==> src/rtl/ctrl_pipeline_pkg.sv <==
// ctrl_pipeline_pkg
// Shared constants for the pipelined control unit. It holds the RV32 major
// opcodes, the ALUOp and forwarding-select encodings, and the layout of the
// control bundle that travels from ID/EX down to MEM/WB.
package ctrl_pipeline_pkg;

  localparam logic [6:0] OPC_OP_IMM = 7'b0010011;
  localparam logic [6:0] OPC_R      = 7'b0110011;
  localparam logic [6:0] OPC_LOAD   = 7'b0000011;
  localparam logic [6:0] OPC_STORE  = 7'b0100011;
  localparam logic [6:0] OPC_BRANCH = 7'b1100011;
  localparam logic [6:0] OPC_JAL    = 7'b1101111;
  localparam logic [6:0] OPC_JALR   = 7'b1100111;
  localparam logic [6:0] OPC_LUI    = 7'b0110111;
  localparam logic [6:0] OPC_AUIPC  = 7'b0010111;

  typedef enum logic [1:0] {
    ALU_ADD    = 2'b00,
    ALU_BRANCH = 2'b01,
    ALU_FUNCT  = 2'b10,
    ALU_PASS_B = 2'b11
  } alu_op_e;

  typedef enum logic [1:0] {
    FWD_REGFILE = 2'b00,
    FWD_MEMWB   = 2'b01,
    FWD_EXMEM   = 2'b10
  } fwd_sel_e;

  // Bundle layout, MSB first: EX fields, then MEM {memRead, memWrite, branch},
  // then WB {memToReg, regWrite}. The MEM and WB slices are exactly the
  // mem_vector_o / wb_vector_o orderings.
  typedef struct packed {
    logic    aluSrc;
    alu_op_e aluOp;
    logic    jump;
    logic    memRead;
    logic    memWrite;
    logic    branch;
    logic    memToReg;
    logic    regWrite;
  } ctrl_bundle_t;

  localparam int BUNDLE_W = $bits(ctrl_bundle_t);
  localparam ctrl_bundle_t BUNDLE_ZERO = '0;

endpackage

==> src/rtl/ctrl_pipeline_decode.sv <==
// ctrl_decode
// Pure combinational opcode decode for the ID stage.
// Ports:
//   opcode_i   instr[6:0] of the ID-stage instruction
//   bundle_o   control bundle for the opcode (all zero if unknown)
//   illegal_o  opcode is not one of the supported major opcodes
//   useRs1_o   instruction reads rs1
//   useRs2_o   instruction reads rs2
module ctrl_decode
  import ctrl_pipeline_pkg::*;
(
  input  logic [6:0]   opcode_i,
  output ctrl_bundle_t bundle_o,
  output logic         illegal_o,
  output logic         useRs1_o,
  output logic         useRs2_o
);

  always_comb begin
    bundle_o  = BUNDLE_ZERO;
    illegal_o = 1'b0;
    useRs1_o  = 1'b1;
    useRs2_o  = 1'b0;
    unique case (opcode_i)
      OPC_OP_IMM: begin
        bundle_o.aluSrc   = 1'b1;
        bundle_o.aluOp    = ALU_FUNCT;
        bundle_o.regWrite = 1'b1;
      end
      OPC_R: begin
        bundle_o.aluOp    = ALU_FUNCT;
        bundle_o.regWrite = 1'b1;
        useRs2_o          = 1'b1;
      end
      OPC_LOAD: begin
        bundle_o.aluSrc   = 1'b1;
        bundle_o.aluOp    = ALU_ADD;
        bundle_o.memRead  = 1'b1;
        bundle_o.memToReg = 1'b1;
        bundle_o.regWrite = 1'b1;
      end
      OPC_STORE: begin
        bundle_o.aluSrc   = 1'b1;
        bundle_o.aluOp    = ALU_ADD;
        bundle_o.memWrite = 1'b1;
        useRs2_o          = 1'b1;
      end
      OPC_BRANCH: begin
        bundle_o.aluOp  = ALU_BRANCH;
        bundle_o.branch = 1'b1;
        useRs2_o        = 1'b1;
      end
      OPC_JAL: begin
        bundle_o.jump     = 1'b1;
        bundle_o.regWrite = 1'b1;
        useRs1_o          = 1'b0;
      end
      OPC_JALR: begin
        bundle_o.aluSrc   = 1'b1;
        bundle_o.aluOp    = ALU_ADD;
        bundle_o.jump     = 1'b1;
        bundle_o.regWrite = 1'b1;
      end
      OPC_LUI: begin
        bundle_o.aluSrc   = 1'b1;
        bundle_o.aluOp    = ALU_PASS_B;
        bundle_o.regWrite = 1'b1;
        useRs1_o          = 1'b0;
      end
      OPC_AUIPC: begin
        bundle_o.aluSrc   = 1'b1;
        bundle_o.aluOp    = ALU_ADD;
        bundle_o.regWrite = 1'b1;
        useRs1_o          = 1'b0;
      end
      default: begin
        illegal_o = 1'b1;
      end
    endcase
  end

endmodule

==> src/rtl/ctrl_pipeline.sv <==
// ctrl_pipeline
// Pipelined control unit: decodes the ID-stage instruction, carries the
// control bundle through ID/EX, EX/MEM and MEM/WB, detects load-use hazards,
// produces EX operand forwarding selects and counts inserted bubbles.
// Ports:
//   clk_i, rst_i        clock, synchronous active-high reset
//   instr_i, valid_i    ID-stage instruction and its valid flag
//   flush_i, freeze_i   squash the ID instruction / hold every stage
//   stall_o             load-use hazard, hold PC and IF/ID
//   ex_*_o              EX-stage controls (aluSrc, ALUOp, jump)
//   fwd_a_o, fwd_b_o    EX operand sources
//   mem_vector_o        {memRead, memWrite, branch} of the MEM stage
//   wb_vector_o         {memToReg, regWrite} of the WB stage
//   wb_rd_o             WB destination register
//   illegal_o           EX-stage instruction had an unknown opcode
//   bubble_cnt_o        saturating count of hazard bubbles
module ctrl_pipeline
  import ctrl_pipeline_pkg::*;
#(
  parameter int REG_AW = 5,
  parameter int CNT_W  = 16
) (
  input  logic              clk_i,
  input  logic              rst_i,
  input  logic [31:0]       instr_i,
  input  logic              valid_i,
  input  logic              flush_i,
  input  logic              freeze_i,
  output logic              stall_o,
  output logic              ex_aluSrc_o,
  output logic [1:0]        ex_ALUOp_o,
  output logic              ex_jump_o,
  output logic [1:0]        fwd_a_o,
  output logic [1:0]        fwd_b_o,
  output logic [2:0]        mem_vector_o,
  output logic [1:0]        wb_vector_o,
  output logic [REG_AW-1:0] wb_rd_o,
  output logic              illegal_o,
  output logic [CNT_W-1:0]  bubble_cnt_o
);

  logic [REG_AW-1:0] idRd, idRs1, idRs2;
  ctrl_bundle_t      decBundle;
  logic              decIllegal, decUseRs1, decUseRs2;
  logic              unusedInstrBits;

  ctrl_bundle_t      idexBundle_q, idexBundle_d;
  logic              idexIllegal_q, idexIllegal_d;
  logic [REG_AW-1:0] idexRd_q, idexRd_d;
  logic [REG_AW-1:0] idexRs1_q, idexRs1_d;
  logic [REG_AW-1:0] idexRs2_q, idexRs2_d;

  logic [2:0]        exmemMem_q;
  logic [1:0]        exmemWb_q;
  logic [REG_AW-1:0] exmemRd_q;
  logic [1:0]        memwbWb_q;
  logic [REG_AW-1:0] memwbRd_q;

  logic [CNT_W-1:0]  bubbleCnt_q, bubbleCnt_d;
  logic              hazard;
  fwd_sel_e          fwdA, fwdB;

  assign idRd  = instr_i[7  +: REG_AW];
  assign idRs1 = instr_i[15 +: REG_AW];
  assign idRs2 = instr_i[20 +: REG_AW];
  // funct3/funct7 and immediate bits have no role in control decode
  assign unusedInstrBits = ^instr_i;

  ctrl_decode u_decode (
    .opcode_i  (instr_i[6:0]),
    .bundle_o  (decBundle),
    .illegal_o (decIllegal),
    .useRs1_o  (decUseRs1),
    .useRs2_o  (decUseRs2)
  );

  // Load in EX whose result a real ID instruction needs: only register fields
  // the opcode actually reads count, and x0 never creates a dependency.
  assign hazard = idexBundle_q.memRead && (idexRd_q != '0) && valid_i &&
                  ((decUseRs1 && (idRs1 == idexRd_q)) ||
                   (decUseRs2 && (idRs2 == idexRd_q)));
  assign stall_o = hazard;

  // ID/EX load priority: freeze holds, then flush/hazard/invalid give a zero
  // bundle (rd/rs cleared too so a bubble never matches for forwarding),
  // otherwise the decoded instruction. Only a hazard bubble that is not
  // overridden by flush is counted.
  always_comb begin
    idexBundle_d  = idexBundle_q;
    idexIllegal_d = idexIllegal_q;
    idexRd_d      = idexRd_q;
    idexRs1_d     = idexRs1_q;
    idexRs2_d     = idexRs2_q;
    bubbleCnt_d   = bubbleCnt_q;
    if (!freeze_i) begin
      if (flush_i || hazard || !valid_i) begin
        idexBundle_d  = BUNDLE_ZERO;
        idexIllegal_d = 1'b0;
        idexRd_d      = '0;
        idexRs1_d     = '0;
        idexRs2_d     = '0;
      end else begin
        idexBundle_d  = decBundle;
        idexIllegal_d = decIllegal;
        idexRd_d      = idRd;
        idexRs1_d     = idRs1;
        idexRs2_d     = idRs2;
      end
      if (hazard && !flush_i && (bubbleCnt_q != '1)) begin
        bubbleCnt_d = bubbleCnt_q + CNT_W'(1);
      end
    end
  end

  always_ff @(posedge clk_i) begin
    if (rst_i) begin
      idexBundle_q  <= BUNDLE_ZERO;
      idexIllegal_q <= 1'b0;
      idexRd_q      <= '0;
      idexRs1_q     <= '0;
      idexRs2_q     <= '0;
      exmemMem_q    <= '0;
      exmemWb_q     <= '0;
      exmemRd_q     <= '0;
      memwbWb_q     <= '0;
      memwbRd_q     <= '0;
      bubbleCnt_q   <= '0;
    end else begin
      idexBundle_q  <= idexBundle_d;
      idexIllegal_q <= idexIllegal_d;
      idexRd_q      <= idexRd_d;
      idexRs1_q     <= idexRs1_d;
      idexRs2_q     <= idexRs2_d;
      bubbleCnt_q   <= bubbleCnt_d;
      if (!freeze_i) begin
        exmemMem_q <= {idexBundle_q.memRead, idexBundle_q.memWrite, idexBundle_q.branch};
        exmemWb_q  <= {idexBundle_q.memToReg, idexBundle_q.regWrite};
        exmemRd_q  <= idexRd_q;
        memwbWb_q  <= exmemWb_q;
        memwbRd_q  <= exmemRd_q;
      end
    end
  end

  // The younger producer (EX/MEM) holds the newest value, so it wins when
  // both later stages write the same register.
  always_comb begin
    fwdA = FWD_REGFILE;
    fwdB = FWD_REGFILE;
    if (exmemWb_q[0] && (exmemRd_q != '0) && (exmemRd_q == idexRs1_q)) begin
      fwdA = FWD_EXMEM;
    end else if (memwbWb_q[0] && (memwbRd_q != '0) && (memwbRd_q == idexRs1_q)) begin
      fwdA = FWD_MEMWB;
    end
    if (exmemWb_q[0] && (exmemRd_q != '0) && (exmemRd_q == idexRs2_q)) begin
      fwdB = FWD_EXMEM;
    end else if (memwbWb_q[0] && (memwbRd_q != '0) && (memwbRd_q == idexRs2_q)) begin
      fwdB = FWD_MEMWB;
    end
  end

  assign ex_aluSrc_o  = idexBundle_q.aluSrc;
  assign ex_ALUOp_o   = idexBundle_q.aluOp;
  assign ex_jump_o    = idexBundle_q.jump;
  assign illegal_o    = idexIllegal_q;
  assign fwd_a_o      = fwdA;
  assign fwd_b_o      = fwdB;
  assign mem_vector_o = exmemMem_q;
  assign wb_vector_o  = memwbWb_q;
  assign wb_rd_o      = memwbRd_q;
  assign bubble_cnt_o = bubbleCnt_q;

endmodule

==> config.mk <==
export PLATFORM = sky130hd
export DESIGN_NAME = ctrl_pipeline
export DESIGN_NICKNAME = d
export VERILOG_FILES = /design/src/rtl/ctrl_pipeline_pkg.sv /design/src/rtl/ctrl_pipeline_decode.sv /design/src/rtl/ctrl_pipeline.sv
export SDC_FILE = /design/constraint.sdc
export NUM_CORES = 1
export LEC_CHECK = 0
export CAP_MARGIN = 20
export CORE_ASPECT_RATIO = 1.25
export CORE_UTILIZATION = 45
export DETAILED_ROUTE_END_ITERATION = 8
export GPL_ROUTABILITY_DRIVEN = 0
export PLACE_DENSITY = 0.75
export SYNTH_ARGS = -nofsm -noshare
export SYNTH_HDL_FRONTEND = slang
export SYNTH_SLANG_ARGS = --single-unit
==> constraint.sdc <==
create_clock -name clk_i -period 4.1 [get_ports clk_i]
set_clock_uncertainty 0.15 [all_clocks]
set_input_delay 0.82 -clock clk_i [delete_from_list [all_inputs] [get_ports clk_i]]
set_output_delay 0.82 -clock clk_i [all_outputs]
set_load 0.02 [all_outputs]
* Word level (Yosys, flattened, before mapping)
Cells that the tools add are included.
Widths: inputs -> output; s select.
** Storage, ports and cells
- Register bits :: 58
- Output and inout port bits :: 36
- Logic and storage cells :: 84
- Bits of input ports :: 37
** Cells by class
- Add/sub/neg operators :: 1
- Bitwise operators :: 1
- Reduce and logical (&&, ||, !) cells :: 29
- Equal/unequal tests :: 16
- Muxes and demuxes :: 19
** Operators with widths (count)
- $eq 5x5->1 :: 6
- $eq 7x6->1 const B :: 3
- $eq 7x7->1 const B :: 3
- $add 16x1->16 const B :: 1
- $ne 16x16->1 const B :: 1
- $mux 5 :: 3
- $reduce_bool 5->1 :: 3
- $eq 7x5->1 const B :: 2
- $logic_and 1x1->1 :: 13
- $mux 1 :: 12
- $mux 9 :: 1
- $reduce_or 9->1 :: 1
- $eq 7x2->1 const B :: 1
- $reduce_or 7->1 :: 1
- $pmux 2 s3 :: 1
- $reduce_or 3->1 :: 2
- $reduce_or 6->1 :: 1
- $mux 2 :: 2
- $reduce_or 2->1 :: 2
- $logic_or 1x1->1 :: 3
- $logic_not 1->1 :: 2
- $reduce_and 2->1 :: 1
- $not 1->1 :: 1

* Depth between registers and ports, before layout
Gate-level depths: netlist (run 1).
- Depth in word-level cells :: 9
- Gate-level depth with buffers :: 9
- Depth with buffers taken out :: 7

* Cells and area by module
Synthesis (run 1) repeated with hierarchy kept, for this count alone.
** Second synthesis, totals
- Cell total of the unflattened synthesis :: 302
- Area, all modules :: 2852.7 um2
** By module, submodules not included
- ctrl_pipeline :: instances 1, sequential area each 1161.1 um2, area each 2646.3 um2, cells each 270
- ctrl_decode :: instances 1, sequential area each 0.0 um2, area each 206.4 um2, cells each 32

* Least setup slack after synthesis (run 1)
No wires, ideal clock.
- Path type :: flip-flop to output port
- Start point :: register exmemRd_q[2]
- End point :: output fwd_a_o[0]
- Setup slack :: 1.180 ns
- Buffers on the path :: 0
- Required time :: 3.130 ns
- Arrival time :: 1.950 ns
- Stages on the path, launching flop included :: 5
- Cell sequence :: dfxtp_1 -> or4_1 -> o21ai_0 -> nor4_1 -> nor4_1
** On the way
- Word-level cells in the longest chain between the ends :: 4
- Elaborated cells on any way between the ends :: 5
- Those cells by class :: 1 x eq/ne; 1 x mux; 3 x reduce/logical
** Ends and longest elaborated chain
- start: declaration :: RTL line ctrl_pipeline.sv:55 : logic [REG_AW-1:0] exmemRd_q;
- start signal: assignment :: RTL line ctrl_pipeline.sv:138 : exmemRd_q <= idexRd_q;
- $reduce_bool 5->1 :: RTL line ctrl_pipeline.sv:150 : if (exmemWb_q[0] && (exmemRd_q != '0) && (exmemRd_q == idexRs1_q)) begin
- $logic_and 1x1->1 :: RTL line ctrl_pipeline.sv:150
- $logic_and 1x1->1 * :: RTL line ctrl_pipeline.sv:150
- $mux 2 * :: RTL line ctrl_pipeline.sv:150
- end: declaration :: RTL line ctrl_pipeline.sv:33 : output logic [1:0] fwd_a_o,
Every way passes the cells marked *; elsewhere a longest branch is shown, timed or not.

* Worst setup path in the final report (run 1)
- Start point :: input instr_i[6]
- End point :: output stall_o
** On the way
- Word-level cells in the longest chain between the ends :: 6
- Elaborated cells on any way between the ends :: 14
- Those cells by class :: 6 x eq/ne; 2 x mux; 6 x reduce/logical
** Ends and longest elaborated chain
- start: declaration :: RTL line ctrl_pipeline.sv:25 : input logic [31:0] instr_i,
- $eq 7x7->1 (tied with other cells) :: RTL line ctrl_pipeline_decode.sv:24 : unique case (opcode_i)
- $reduce_or 3->1 (no source line)
- $mux 1 :: RTL line ctrl_pipeline_decode.sv:24
- $logic_and 1x1->1 (on tied branches) :: RTL line ctrl_pipeline.sv:80, ctrl_pipeline.sv:81
- $logic_or 1x1->1 * :: RTL line ctrl_pipeline.sv:80 : ((decUseRs1 && (idRs1 == idexRd_q)) ||
- $logic_and 1x1->1 * :: RTL line ctrl_pipeline.sv:79 : assign hazard = idexBundle_q.memRead && (idexRd_q != '0) && valid_i &&
- end: declaration :: RTL line ctrl_pipeline.sv:29 : output logic stall_o,
Marked as above.

==> flow_metrics.env, run 1 <==
export IMPL_outcome="finished clean"
export IMPL_fin_setup_tns_ns=0
export IMPL_cts_sinks=56
export IMPL_synthMuxAreaShare_pct=6.17
export IMPL_synthXorXnorAreaFrac_pct=10.2
export IMPL_synth_compound_area_share_pct=17.3
export IMPL_grt_max_degree=34
export IMPL_synth_simple_area_share_pct=20.3
export IMPL_ctsHoldBuffers=0
export IMPL_fin_cells=430
export IMPL_period_needed_ns=3.84
export IMPL_ir_worst_vdd_mv=0.211
export IMPL_layout_drive_gt1_share_pct=8.33
export IMPL_num_rows=31
export IMPL_tritoncts="built"
export IMPL_cts_clk_slew_worst_paths_ns=0.10
export IMPL_cts_resized=0
export IMPL_worst_pin_slew_ns=0.846
export IMPL_synth_top_family_by_area="simple AND/OR/NAND/NOR gates"
export IMPL_num_vias=2318
export IMPL_r2r_slack_ns=1.72
export IMPL_async_reset_ff_share_pct=0
export IMPL_crit_fanout=9
export IMPL_slew_viol_final=0
export IMPL_nFillCells=520
export IMPL_dp_slack_ns=0.232
export IMPL_htree_levels=2
export IMPL_io_buffers=62
export IMPL_synthesis_instances=292
export IMPL_dr_first_iter_drc_count=142
export IMPL_synthFlopType="dfxtp_1"
export IMPL_syn_nets=330
export IMPL_max_freq_ghz=0.260
export IMPL_antenna_found_initial=0
export IMPL_grt_remaining_overflow=0
export IMPL_cp_required_ns=3.13
export IMPL_clk_path_buf_depth=2
export IMPL_cts_buffers=5
export IMPL_firstDrtPassIters=4
export IMPL_place_inst=422
export IMPL_ios=73
export IMPL_total_power_uw=998
export IMPL_antenna_left=0
export IMPL_cts_root_buffer="clkbuf_8"
export IMPL_synth_distinct_cells=44
export IMPL_hold_violations=0
export IMPL_worstSetupPathType="in2out"
export IMPL_critPathLaunchType="primary input"
export IMPL_hold_slack_ns=0.331
export IMPL_areaGrowthSynthToFinish_pct=27.4
export IMPL_relSlewSlack_pct=43.6
export IMPL_die_h_um=89.5
export IMPL_synth_area_um2=2760
export IMPL_dp_hpwl_mm=4.48
export IMPL_n_antenna_cell=0
export IMPL_setup_viol=0
export IMPL_wirelength_mm=6.03
export IMPL_crit_slowest_cell="clkdlybuf4s50_1"
export IMPL_synth_edf_count=0
export IMPL_die_area_um2=6450
export IMPL_hold_path_class="reg2reg"
export IMPL_powerDensity_nw_per_um2=284
export IMPL_viasPerCell=5.39
export IMPL_synth_top_cell_area_share_pct=40.7
export IMPL_p_leak_uw=0.00133
export IMPL_initial_core_util_pct=47.1
export IMPL_nets=385
export IMPL_drv_cap=0
export IMPL_ys_seq_elements=56
export IMPL_cp_end_kind="output port"
export IMPL_yosysSeqAreaShare_pct=40.7
export IMPL_crit_chain="clkdlybuf4s50_1, nand4b_1, nor2_1, nor4_4, nor2_1, nor2_1, clkdlybuf4s50_1"
export IMPL_die_x_um=72.0
export IMPL_synth_fa_ha_area_share_pct=0.454
export IMPL_gr_usage_all_layers_pct=19.4
export IMPL_grt_pass1_wl_mm=9.95
export IMPL_core_area_um2=5860
export IMPL_yosys_warnings=0
export IMPL_postCtsSetupRepairBufs=0
export IMPL_rsz0062_at_grt="false"
export IMPL_clk_latency_ns=0.30
export IMPL_setup_slack_ns=0.255
export IMPL_routedWlPerCell_um=14.0
export IMPL_ys_top_cells_by_area="dfxtp_1, a22o_1, mux2i_1, xnor2_1, xor2_1"
export IMPL_grt_pass1_vias=2176
export IMPL_yosys_area_top_type="dfxtp_1"
export IMPL_cpPeakStageDelay_ns=0.62
export IMPL_period_share_pct=93.8
export IMPL_crit_top_cell="nor2_1"
export IMPL_cp_data_arrival_time_ns=2.87
export IMPL_avgSynthCellArea_um2=9.44
export IMPL_drc=0
-- final cells by class --
cell class              count  area, um2  area share, %
multi-input cells         212       1500           42.7
flip-flops and latches     56       1120           31.9
repair buffers             68        666           18.9
well taps                  82        103           2.92
clock buffers               6       72.6           2.07
clock inverters             2       35.0          0.997
inverters                   4       15.0          0.427
-- metal layers --
layer  vias to the layer above  routed length (um)  GRT usage [%]
met5                         -                   0              0
met4                         0                  64           6.42
met3                         6                 189           3.27
met2                        56                3100           34.6
met1                      1086                2680           23.8
li1                       1170                   -              -
-- cells in the mapped netlist, types with 2 or more instances --
library cell,n
buf_2,3
nand3_1,11
nor3_1,3
o31ai_1,4
nor2b_1,2
nand4_1,3
nor4_4,2
or3_1,6
or4_1,9
o21a_1,2
xnor2_1,17
or3_2,3
inv_1,4
clkbuf_1,9
mux2i_1,17
nand2_1,12
buf_6,3
buf_4,5
or2_2,2
a21oi_1,14
nor4_1,7
xor2_1,15
nor2_1,27
o21ai_0,14
a22o_1,21
o21ba_2,2
a32o_1,2
and4_1,2
dfxtp_1,56
-- worst paths after layout --
kind,cells after the start,start,endpoint
min,1,idexBundle_q[3]$_SDFFE_PP0N_,idexBundle_q[3]$_SDFFE_PP0N_
max,7,instr_i[6],stall_o
min reg2reg,1,idexBundle_q[3]$_SDFFE_PP0N_,idexBundle_q[3]$_SDFFE_PP0N_
max reg2reg,4,idexRd_q[1]$_SDFFE_PP0N_,idexBundle_q[4]$_SDFFE_PP0N_
-- where the power goes --
| group | internal (uW) | switching, uW | total (uW) |
|---|---|---|---|
| combinational | 47.7 | 42.6 | 90.3 |
| sequential | 549 | 6.88 | 555 |
| clock | 182 | 171 | 353 |
| total | 778 | 221 | 998 |
-- worst max-delay path, delay by kind of cell --
family / cells / cell delay, ns
simple gates: 5 / 0.87
buf+inv: 2 / 1.17
-- cell usage in the layout, fill, tap and decap left out, drive strengths merged, types with 2 or more instances in the layout --
| cell | instances |
|---|---|
| clkdlybuf4s50 | 62 |
| dfxtp | 56 |
| nor2 | 27 |
| a22o | 22 |
| xnor2 | 17 |
| mux2i | 17 |
| xor2 | 15 |
| o21ai | 15 |
| a21oi | 14 |
| nand2 | 12 |
| nand3 | 11 |
| nor4 | 10 |
| or4 | 9 |
| or3 | 9 |
| buf | 6 |
| clkbuf | 6 |
| inv | 4 |
| o31ai | 4 |
| nand4 | 3 |
| nor3 | 3 |
| nor2b | 2 |
| or2 | 2 |
| o21a | 2 |
| a32o | 2 |
| and4 | 2 |
| o21ba | 2 |
| nand3b | 2 |
| o211ai | 2 |
-- registers in the layout (all words and copies together) (netlist names) --
signal,flops
bubble_cnt_o,16
ex_ALUOp_o,2
ex_aluSrc_o,1
ex_jump_o,1
exmemRd_q,5
exmemWb_q,1
idexBundle_q,4
idexRd_q,5
idexRs1_q,5
idexRs2_q,5
illegal_o,1
mem_vector_o,3
wb_rd_o,5
wb_vector_o,2
-- stage by stage --
step / utilization [%] / area [um2]
2_1_floorplan: - / 2760
3_3_place_gp: 58.2 / 3410
3_5_place_dp: 58.2 / 3410
4_1_cts: 60.0 / 3510
5_1_grt: 60.0 / 3510
6_report: 60.0 / 3510
-- cells by family (layout without fill, tap and decap cells) --
| group | after synthesis | in the layout |
|---|---|---|
| simple gates | 96 | 96 |
| compound gates | 66 | 66 |
| flops | 56 | 56 |
| xor+xnor | 32 | 32 |
| buf+inv | 24 | 80 |
| mux | 17 | 17 |
| fa+ha+maj | 1 | 1 |
No activity file was read; power rests on OpenSTA's default activity.
==> inputs of run 2 (changes only) <==
- CORE_MARGIN: not set -> 2
- PLACE_DENSITY: 0.75 -> not set
- PLACE_DENSITY_LB_ADDON: not set -> 0.08
==> run 2 against run 1 <==
Worst hold slack about the same; via count up 0.69%; clock-buffer cell count down 1; critical path depth unchanged; fmax up 0.11%; power up 0.93%; clock power up 3%; critical path type unchanged; cell area up 0.11%; register-to-register slack worse by 0.02 ns; critical endpoint unchanged; final cell count unchanged.
==> flow_metrics.env, run 2 (same netlist as run 1, synthesis figures left out) <==
export IMPL_outcome="finished clean"
export IMPL_n_antenna_cell=0
export IMPL_cts_clk_slew_worst_paths_ns=0.10
export IMPL_final_cell_mix="clkdlybuf4s50_1, dfxtp_1, nor2_1, a22o_1"
export IMPL_clk_latency_ns=0.31
export IMPL_cp_required_ns=3.13
export IMPL_routedWlPerCell_um=14.2
export IMPL_dp_hpwl_mm=4.51
export IMPL_drc=0
export IMPL_areaGrowthSynthToFinish_pct=27.5
export IMPL_postCtsSetupRepairBufs=0
export IMPL_period_share_pct=93.7
export IMPL_largest_register_ffs=16
export IMPL_firstDrtPassIters=4
export IMPL_nets=385
export IMPL_period_needed_ns=3.84
export IMPL_ctsHoldBuffers=0
export IMPL_die_h_um=91.5
export IMPL_antenna_left=0
export IMPL_drv_cap=0
export IMPL_gr_usage_all_layers_pct=19.3
export IMPL_setup_viol=0
export IMPL_dr_first_iter_drc_count=93
export IMPL_p_leak_uw=0.00133
export IMPL_cp_data_arrival_time_ns=2.87
export IMPL_grt_pass1_wl_mm=10.4
export IMPL_final_area_um2=3520
export IMPL_slew_viol_final=0
export IMPL_worstSetupPathType="in2out"
export IMPL_worst_pin_slew_ns=0.852
export IMPL_htree_levels=2
export IMPL_max_freq_ghz=0.260
export IMPL_num_rows=31
export IMPL_layout_drive_gt1_share_pct=8.62
export IMPL_relSlewSlack_pct=43.2
export IMPL_cts_buffers=5
export IMPL_die_area_um2=6770
export IMPL_grt_remaining_overflow=0
export IMPL_cts_root_buffer="clkbuf_8"
export IMPL_tritoncts="built"
export IMPL_clk_path_buf_depth=2
export IMPL_final_common_cell="clkdlybuf4s50_1"
export IMPL_grt_max_degree=34
export IMPL_wirelength_mm=6.09
export IMPL_fin_setup_tns_ns=0
export IMPL_antenna_found_initial=0
export IMPL_rsz0062_at_grt="false"
export IMPL_cts_resized=0
export IMPL_critPathLaunchType="primary input"
export IMPL_hold_violations=0
export IMPL_io_buffers=62
export IMPL_hold_path_class="reg2reg"
export IMPL_crit_fanout=9
export IMPL_num_vias=2334
export IMPL_cts_sinks=56
export IMPL_min_path_cells=1
export IMPL_powerDensity_nw_per_um2=286
export IMPL_core_area_um2=5860
export IMPL_ir_worst_vdd_mv=0.177
export IMPL_die_x_um=74.0
export IMPL_nFillCells=518
export IMPL_place_area_um2=3410
export IMPL_initial_core_util_pct=47.1
export IMPL_r2r_cells=4
export IMPL_viasPerCell=5.43
export IMPL_ios=73
export IMPL_grt_pass1_vias=2217
export IMPL_cp_end_kind="output port"
==> run 2: changes by cell type in the layout (fill, tap and decap cells not counted) <==
cell / change
clkbuf_1: -1
clkinvlp_4: +1
==> run 2: final timing paths <==
| path | start | endpoint | slack [ns] |
|---|---|---|---|
| worst min-delay path | idexBundle_q[3]$_SDFFE_PP0N_ | idexBundle_q[3]$_SDFFE_PP0N_ | 0.33 |
| worst max-delay path | instr_i[6] | stall_o | 0.26 |
| worst max register to register | idexRd_q[1]$_SDFFE_PP0N_ | idexBundle_q[4]$_SDFFE_PP0N_ | 1.70 |
| worst min register to register | idexBundle_q[3]$_SDFFE_PP0N_ | idexBundle_q[3]$_SDFFE_PP0N_ | 0.33 |
==> run 2: area by class of cell <==
type	count	area (um2)	area share (%)
flip-flops and latches	56	1120	31.9
clock inverters	3	42.5	1.21
well taps	82	103	2.92
multi-input cells	212	1500	42.7
inverters	4	15.0	0.427
repair buffers	68	666	18.9
clock buffers	5	68.8	1.96
==> run 2: routing by layer <==
layer	track usage [%]	routed length, um
met1	24.7	2840
met2	32.8	2950
met3	3.33	215
met4	4.85	80
met5	0	0
==> run 2: critical path: stages <==
cell and delay (ns):
clkdlybuf4s50_1 0.56, nand4b_1 0.24, nor2_1 0.10, nor4_4 0.30, nor2_1 0.09, nor2_1 0.14, clkdlybuf4s50_1 0.62
==> run 2: power breakdown <==
part           switching [uW]  internal (uW)  total (uW)
Sequential               6.95            549         556
Clock                     181            181         362
Combinational            42.8           47.6        90.4
==> run 2: metrics by stage <==
step,setup slack (ns),total power [uW],std cells,util (%),hold WS [ns]
2_1_floorplan,1.18,618,292,-,0.291
3_3_place_gp,0.257,658,422,58.2,0.308
3_5_place_dp,0.239,659,422,58.2,0.317
4_1_cts,0.230,1020,430,60.1,0.336
5_1_grt,0.0943,1050,430,60.1,0.349
6_report,0.260,1010,430,60.1,0.331
==> inputs of run 3 (changes only) <==
- GPL_ROUTABILITY_DRIVEN: 0 -> 1
==> results of run 3 <==
Final layout, timing and power as in run 2 (identical DEF).
